--- config.mk ---
export PLATFORM = sky130hd
export DESIGN_NAME = rand_sampler
export DESIGN_NICKNAME = d
export VERILOG_FILES = /design/src/rtl/rand_pkg.sv /design/src/rtl/rand_fifo.sv /design/src/rtl/rand_sampler.sv
export SDC_FILE = /design/constraint.sdc
export NUM_CORES = 1
export LEC_CHECK = 0
export BUFFER_PORTS_ARGS = -buffer_cell sky130_fd_sc_hd__buf_2
export CAP_MARGIN = 20
export CORE_AREA = 8 8 112 114
export DETAILED_ROUTE_END_ITERATION = 10
export DIE_AREA = 0 0 120 122
export MAX_ROUTING_LAYER = met4
export PLACE_DENSITY = 0.7
export SYNTH_ARGS = -nofsm -noshare
export SYNTH_HDL_FRONTEND = slang
export SYNTH_SLANG_ARGS = --single-unit
--- constraint.sdc ---
create_clock -name Clk -period 5.4 [get_ports Clk]
set_input_delay 1.08 -clock Clk [delete_from_list [all_inputs] [get_ports Clk]]
set_output_delay 1.08 -clock Clk [all_outputs]
set_load 0.02 [all_outputs]
--- src/rtl/rand_pkg.sv ---
// Shared types, widths and the limit-to-mask helper for the rand_sampler slice.
package rand_pkg;

    localparam int WORD_W   = 56;
    localparam int SAMPLE_W = 8;
    localparam int SLICES   = 7;

    typedef enum logic [1:0] {
        ST_IDLE,
        ST_LOAD,
        ST_SCAN
    } state_t;

    // Smallest all-ones mask covering limit-1; limit 0 wraps to 8'hFF (full range).
    function automatic logic [SAMPLE_W-1:0] mask_from_limit(input logic [SAMPLE_W-1:0] lim);
        logic [SAMPLE_W-1:0] m;
        m = lim - 8'd1;
        m = m | (m >> 1);
        m = m | (m >> 2);
        m = m | (m >> 4);
        return m;
    endfunction

endpackage

--- src/rtl/rand_fifo.sv ---
// Register-based FIFO with registered head output; push is refused when full
// even if a pop happens in the same cycle.
module rand_fifo #(
    parameter int WIDTH = 8,
    parameter int DEPTH = 4
) (
    input  logic             clk,
    input  logic             srst,
    input  logic             push,
    input  logic             pop,
    input  logic [WIDTH-1:0] din,
    output logic [WIDTH-1:0] dout,
    output logic             full,
    output logic             empty
);

    localparam int AW = (DEPTH > 1) ? $clog2(DEPTH) : 1;

    logic [WIDTH-1:0] mem_reg [DEPTH];
    logic [AW-1:0]    wr_ptr_reg;
    logic [AW-1:0]    rd_ptr_reg;
    logic [AW:0]      count_reg;
    logic             push_ok;
    logic             pop_ok;

    assign full    = (count_reg == (AW+1)'(DEPTH));
    assign empty   = (count_reg == '0);
    assign push_ok = push && !full;
    assign pop_ok  = pop && !empty;
    assign dout    = mem_reg[rd_ptr_reg];

    // Pointers are AW bits wide, so they wrap modulo DEPTH on their own.
    always_ff @(posedge clk) begin
        if (srst) begin
            wr_ptr_reg <= '0;
            rd_ptr_reg <= '0;
            count_reg  <= '0;
            for (int i = 0; i < DEPTH; i++) begin
                mem_reg[i] <= '0;
            end
        end else begin
            if (push_ok) begin
                mem_reg[wr_ptr_reg] <= din;
                wr_ptr_reg          <= wr_ptr_reg + 1'b1;
            end
            if (pop_ok) begin
                rd_ptr_reg <= rd_ptr_reg + 1'b1;
            end
            case ({push_ok, pop_ok})
                2'b10:   count_reg <= count_reg + 1'b1;
                2'b01:   count_reg <= count_reg - 1'b1;
                default: count_reg <= count_reg;
            endcase
        end
    end

endmodule

--- src/rtl/rand_sampler.sv ---
// Rejection sampler: slices a 56-bit LFSR word into bytes and queues those below limit.
// Optional statistics ports are enabled with RAND_SAMPLER_STATS_EN.
module rand_sampler
    import rand_pkg::*;
#(
    parameter int FIFO_DEPTH = 4
) (
    input  logic                Clk,
    input  logic                Reset,
    input  logic                En,
    input  logic [WORD_W-1:0]   rand_in,
    input  logic [SAMPLE_W-1:0] limit,
    output logic [SAMPLE_W-1:0] sample,
    output logic                sample_valid,
    input  logic                sample_ready,
    output logic                busy
`ifdef RAND_SAMPLER_STATS_EN
    ,
    output logic [15:0]         reject_cnt,
    output logic [15:0]         word_cnt
`endif
);

    state_t              state_reg;
    logic [WORD_W-1:0]   word_q_reg;
    logic [SAMPLE_W-1:0] limit_q_reg;
    logic [2:0]          idx_reg;

    logic [SAMPLE_W-1:0] slice_bytes [SLICES];
    logic [SAMPLE_W-1:0] cand;
    logic                accept;
    logic                fifo_full;
    logic                fifo_empty;
    logic                push;
    logic                pop;
    logic                advance;

    genvar gi;
    generate
        for (gi = 0; gi < SLICES; gi++) begin : g_slice
            assign slice_bytes[gi] = word_q_reg[gi*SAMPLE_W +: SAMPLE_W];
        end
    endgenerate

    assign cand    = slice_bytes[idx_reg] & mask_from_limit(limit_q_reg);
    assign accept  = (limit_q_reg == '0) || (cand < limit_q_reg);
    assign push    = (state_reg == ST_SCAN) && accept && !fifo_full;
    // A rejected byte never waits; an accepted one waits only for FIFO space.
    assign advance = (state_reg == ST_SCAN) && (!accept || !fifo_full);
    assign pop     = sample_valid && sample_ready;

    assign sample_valid = !fifo_empty;
    assign busy         = (state_reg != ST_IDLE);

    always_ff @(posedge Clk) begin
        if (Reset) begin
            state_reg   <= ST_IDLE;
            word_q_reg  <= '0;
            limit_q_reg <= '0;
            idx_reg     <= '0;
        end else begin
            case (state_reg)
                ST_IDLE: begin
                    if (En) begin
                        state_reg <= ST_LOAD;
                    end
                end
                ST_LOAD: begin
                    word_q_reg  <= rand_in;
                    limit_q_reg <= limit;
                    idx_reg     <= '0;
                    state_reg   <= ST_SCAN;
                end
                ST_SCAN: begin
                    if (advance) begin
                        if (idx_reg == 3'(SLICES - 1)) begin
                            idx_reg   <= '0;
                            state_reg <= En ? ST_LOAD : ST_IDLE;
                        end else begin
                            idx_reg <= idx_reg + 3'd1;
                        end
                    end
                end
                default: state_reg <= ST_IDLE;
            endcase
        end
    end

    rand_fifo #(
        .WIDTH (SAMPLE_W),
        .DEPTH (FIFO_DEPTH)
    ) u_fifo (
        .clk   (Clk),
        .srst  (Reset),
        .push  (push),
        .pop   (pop),
        .din   (cand),
        .dout  (sample),
        .full  (fifo_full),
        .empty (fifo_empty)
    );

`ifdef RAND_SAMPLER_STATS_EN
    logic [15:0] reject_cnt_reg;
    logic [15:0] word_cnt_reg;

    always_ff @(posedge Clk) begin
        if (Reset) begin
            reject_cnt_reg <= '0;
            word_cnt_reg   <= '0;
        end else begin
            if ((state_reg == ST_SCAN) && !accept && (reject_cnt_reg != 16'hFFFF)) begin
                reject_cnt_reg <= reject_cnt_reg + 16'd1;
            end
            if ((state_reg == ST_LOAD) && (word_cnt_reg != 16'hFFFF)) begin
                word_cnt_reg <= word_cnt_reg + 16'd1;
            end
        end
    end

    assign reject_cnt = reject_cnt_reg;
    assign word_cnt   = word_cnt_reg;
`endif

endmodule

---- After elaboration in Yosys (flattened, before gate mapping) ----
Memories as Yosys holds them, arrays and structs flattened. A register that Yosys moved wholly into a read port is not among the register bits.
Index checks and enable logic that the tools add are counted.
W data, S select, Z words.
storage, ports and cells
  input bits .............................. 68
  bits in read-only memories .............. 0
  flip-flop bits (word level) ............. 76
  memories kept ........................... 1
  memory bits (writable) .................. 32
  latch bits .............................. 0
  logic and storage cells ................. 72
memories
  name            depth  bits a word  read ports  clocked after Yosys merged registers in  write ports  line             text
  u_fifo.mem_reg  4      8            1           1                                        4            rand_fifo.sv:19  logic [WIDTH-1:0] mem_reg [DEPTH];
cells by class
  magnitude comparators ................... 2
  shift operators ......................... 0
  multiply operators ...................... 0
  multiplexer cells ....................... 22
  divide/modulo/power cells ............... 0
  bitwise gates (word level) .............. 5
  reduce and logical (&&, ||, !) cells .... 20
  equal/unequal tests ..................... 9
  add/subtract/negate cells ............... 6
operator list
  cell                   count
  $bmux W8 S3            1
  $mux W8                3
  $mux W2                6
  $pmux W3 S2            2
  $and A8 B8 Y8          1
  $logic_not A8 Y1       1
  $lt A8 B8 Y1           1
  $or A8 B4 Y8           1
  $or A8 B6 Y8           1
  $or A8 B7 Y8           1
  $reduce_or A8 Y1       1
  $sub A8 B1 Y8 const B  1
  $mux W1                7
  $add A3 B1 Y3 const B  2
  $eq A3 B3 Y1 const B   2
  $logic_and A1 B1 Y1    6
  $mux W3                2
  $pmux W2 S3            1
  $reduce_bool A2 Y1     3
  $add A2 B1 Y2 const B  2
  $eq A2 B1 Y1 const B   2
  $eq A2 B2 Y1 const B   2
  $ge A4 B4 Y1 const B   1
  $ne A2 B2 Y1 const B   2
  other kinds (9)        12

---- Logic depth before layout (Yosys ltp) ----
  depth in word-level cells ............... 15
  depth in mapped cells ................... 20
  gate-level depth less buffers ........... 20

---- By module ----
From an unflattened synthesis, not the netlist that was laid out.
unflattened totals
  cells, all modules ...................... 566
  area total of the unflattened synthesis .. 5283.8 sq um
by module, submodules not included
  module        area each (sq um)  cells an instance  instances
  rand_sampler  3398.3             435                1
  rand_fifo     1885.6             131                1

---- Least setup slack after synthesis ----
No wires, ideal clock.
  path kind ............................... flip-flop to flip-flop
  start ................................... reg limit_q_reg[0]
  end ..................................... reg u_fifo.count_reg[2]
  path slack .............................. 0.949 ns
  buffers on the path ..................... 0
  period minus slack after synthesis ...... 4.451 ns
  library setup time ...................... 0.070 ns
  stages on the path, launching flop included .. 19
  arrival time ............................ 4.381 ns
  cells stage by stage .................... dfxtp_1 -> inv_1 -> ha_1 -> o21ba_4 -> o32a_2 -> nor3_2 -> a221o_1 -> inv_1 -> ha_1 -> and3_1 -> nand3_2 -> a311o_2 -> nand3_1 -> ha_1 -> inv_1 -> fa_1 -> xor2_1 -> or3_1 -> a21oi_1
between the ends
  cells in the longest elaborated chain, start to end .. 12
  elaborated cells on any way between the ends .. 15
ends and longest elaborated chain
  what                                                      line                text
  start, declared                                           rand_sampler.sv:26  logic [SAMPLE_W-1:0] limit_q_reg;
  start signal, assigned                                    rand_sampler.sv:70  limit_q_reg <= limit;
  $sub A8 B1 Y8                                             rand_pkg.sv:17      m = lim - 8'd1;
  $or A8 B7 Y8                                              rand_pkg.sv:18      m = m | (m >> 1);
  $or A8 B6 Y8                                              rand_pkg.sv:19      m = m | (m >> 2);
  $or A8 B4 Y8                                              rand_pkg.sv:20      m = m | (m >> 4);
  $and A8 B8 Y8                                             rand_sampler.sv:45  assign cand = slice_bytes[idx_reg] & mask_from_limit(limit_q_reg);
  $lt A8 B8 Y1                                              rand_sampler.sv:46  assign accept = (limit_q_reg == '0) || (cand < limit_q_reg);
  $logic_or A1 B1 Y1 *                                      rand_sampler.sv:46
  $logic_and A1 B1 Y1 * (2 in series)                       rand_sampler.sv:47  assign push = (state_reg == ST_SCAN) && accept && !fifo_full;
  $logic_and A1 B1 Y1 *                                     rand_fifo.sv:28     assign push_ok = push && !full;
  $eq A2 B1 Y1 / $eq A2 B2 Y1 (equally long branches)       rand_fifo.sv:49     case ({push_ok, pop_ok})
  $pmux W3 S2 / $reduce_bool A2 Y1 (equally long branches)  n/a
  end signal, assigned                                      rand_fifo.sv:50     2'b10: count_reg <= count_reg + 1'b1;
  end signal, assigned                                      rand_fifo.sv:51     2'b01: count_reg <= count_reg - 1'b1;
  end signal, assigned                                      rand_fifo.sv:52     default: count_reg <= count_reg;
  end, declared                                             rand_fifo.sv:22     logic [AW:0] count_reg;
Every way passes the cells marked *; elsewhere a longest branch is shown, timed or not.
A chain may end at the register's enable or synchronous reset.

---- Worst setup path in the final report ----
Same ends and word-level chain as after synthesis.

==> metrics.txt <==
Placer Congestion a little under 0.9; Clock Sinks between 100 and 150; Core Box Area about 11000 um2; Ports slightly below 80; Detailed Routing Iterations Pass 1 4; share of flip-flops with an asynchronous set or reset 0; most frequent cells in the layout nand2_1 (147), dfxtp_1 (78), buf_2 (77); Peak Freq just under 0.2 GHz; fill cell count around 970; RSZ-0062 raised after global routing no; vias per cell about 5.4; r2r setup slk around 370 ps; Final setup viols 0; area of the multi-input gates around 2500 um2; number of flip-flops in the largest register between 50 and 60; status finished clean; VDD IR max around 0.00015 V; sequential share of the synthesized area 0.4822; post-synthesis register bit count 110; number of synthesized flops with an enable pin 32; Final ANT Viol Nets 0; Rows 38; worst slew pin tran roughly 870 ps; total grt overflow 0; first-pass GRT wire length a little over 20 mm; hpwl dp approximately 9.1 mm; Die W between 100 and 150 um; CTS buffer count 9; Core Util, Final 0.5540; CP Max Fanout 9; TNS Setup 0 ps; # DRC 0; final wirelength around 12 mm; clock tree root driver cell clkbuf_8; HP Class flip-flop to flip-flop; CTS Buffer Depth 2; via count 4163; maxcap violations 0; CP arrival approximately 5300 ps; fin crit period between 5000 and 6000 ps; hold path start word_q_reg[8]; initial antenna violation count 0; drt initial violations ~190; Slew Limit Fails 0; most common cell after layout, fill and taps aside nand2_1; PwrDens a little over 300 nW/um2; Layout area overhead 13.30%; vias in the first global route roughly 4200; PortBufs just under 80; syn avg cell area roughly 9 um2; synthesized cell area between 5000 and 6000 um2; period utilization 0.9308; Die Ht roughly 120 um; Leak between 2 and 2.5 nW; syn nets 650; Ys Warns 0; CP Class flip-flop to flip-flop; R2R Path Start limit_q_reg[0]; register area about 2500 um2; CTS tree yes; area of the die between 10000 and 15000 um2; clk slew on worst S/H paths ~100 ps; share of layout cells above drive strength 1 0.2217; final setup skew around 12 ps; Synth Flop Type dfxtp_1; post-synthesis cell count between 500 and 600; Critical Path Start Type flip-flop; Final Hold Vio Count 0; Inserted Diodes 0; Rel. slew slack 0.4232; pin count of the biggest net entering global routing 86; Worst setup EP type flip-flop; Crit. Startpoint limit_q_reg[0]; htree depth 3; Final #Nets around 710; wire length per cell 15.56 um; GRT Total Usage 0.1733; Distinct cells, synth 57; data required time of the worst path approximately 5700 ps; Initial Utilization 0.4890; clk_lat worst skew about 370 ps
## area by class of cell
| cell class | instances | share of cell area |
|---|---|---|
| Clock buffer | 13 | 0.03209 |
| Clock inverter | 2 | 0.001900 |
| Inverter | 19 | 0.01203 |
| Multi-Input combinational cell | 405 | 0.4212 |
| Sequential cell | 110 | 0.4256 |
| Tap cell | 140 | 0.02955 |
| Timing Repair Buffer | 87 | 0.07769 |
## worst max-delay path, cell delays in order, from the launching register on
cell	delay, ps
dfxtp_1	450
inv_1	70
ha_1	270
o21ba_4	240
o32a_2	370
o21ai_0	560
inv_1	100
ha_1	310
a21oi_1	60
o21ai_0	300
o2bb2ai_2	160
a311o_2	390
nand3_1	350
ha_1	270
inv_1	60
fa_1	370
xor2_1	160
or3_1	310
a21oi_1	140
## logic make-up after synthesis
kind of cell	share of synthesized area
adder cells (fa/ha/maj)	0.02774
multiplexers	0.09615
XOR/XNOR	0.01507
buffers and inverters	0.04377
flip-flops	0.4822
AND/OR/NAND/NOR	0.2078
AO/OA/AOI/OAI	0.1272
## routing by layer
metal,global-route usage,share of wire
met2,0.2976,0.51
met1,0.2042,0.45
met4,0.06401,0.016
met3,0.02314,0.031
met5,-,0
## what timing repair did
item                                    CTS  global route
endpoints found under the setup margin    0             1
hold buffers                              0             0
resized for setup                         0             1
buffers inserted                          0             0
## metrics by stage
stage | cells | instance area (um2) | worst slack (ps) | hold slack, ps | total power [mW]
5_1_grt | 776 | 5927 | 10.33 | 474.5 | 1.915
3_3_place_gp | 761 | 5719 | 588.9 | 440.6 | 1.341
3_5_place_dp | 761 | 5719 | 409.0 | 445.2 | 1.352
2_1_floorplan | 571 | 5231 | 948.8 | 433.1 | 1.238
4_1_cts | 776 | 5921 | 368.4 | 458.3 | 1.839
6_report | 776 | 5927 | 373.9 | 457.9 | 1.822
## Yosys cell counts (all sizes together), types with 2 or more instances
cell type / n / area share
inv: 19 / 0.014
clkbuf: 25 / 0.018
a311o: 2 / 0.0041
nor4: 5 / 0.0060
nor2b: 7 / 0.0084
nand2: 147 / 0.11
nand4: 3 / 0.0036
a2111oi: 2 / 0.0036
xor2: 3 / 0.0050
o211ai: 4 / 0.0057
ha: 10 / 0.024
and2: 2 / 0.0024
xnor2: 6 / 0.010
nand3: 5 / 0.0057
dfxtp: 78 / 0.30
mux2: 2 / 0.0043
edfxtp: 32 / 0.18
or2: 3 / 0.0036
or4: 3 / 0.0050
o21ai: 14 / 0.013
or3: 4 / 0.0048
mux4: 16 / 0.069
a31oi: 3 / 0.0036
nor3: 21 / 0.023
nor2: 35 / 0.029
a21o: 2 / 0.0029
mux2i: 12 / 0.023
buf: 12 / 0.012
a21oi: 73 / 0.070
nand2b: 3 / 0.0036
a221o: 2 / 0.0038
nand3b: 2 / 0.0029
## worst paths after layout
| path | cells past startpoint | end |
|---|---|---|
| max reg2reg | 18 | u_fifo.count_reg[2] |
| min reg2reg | 2 | word_q_reg[8] |
| min | 2 | word_q_reg[8] |
| max | 18 | u_fifo.count_reg[2] |
## where the power goes
group | leakage (nW) | switching (mW) | internal, mW | total, mW
Sequential | 0.966 | 0.0519 | 0.899 | 0.951
Combinational | 1.10 | 0.214 | 0.165 | 0.379
Clock | 0.107 | 0.261 | 0.231 | 0.492
Total | 2.17 | 0.527 | 1.29 | 1.82
Note: power is estimated with default switching activity, not from simulation.
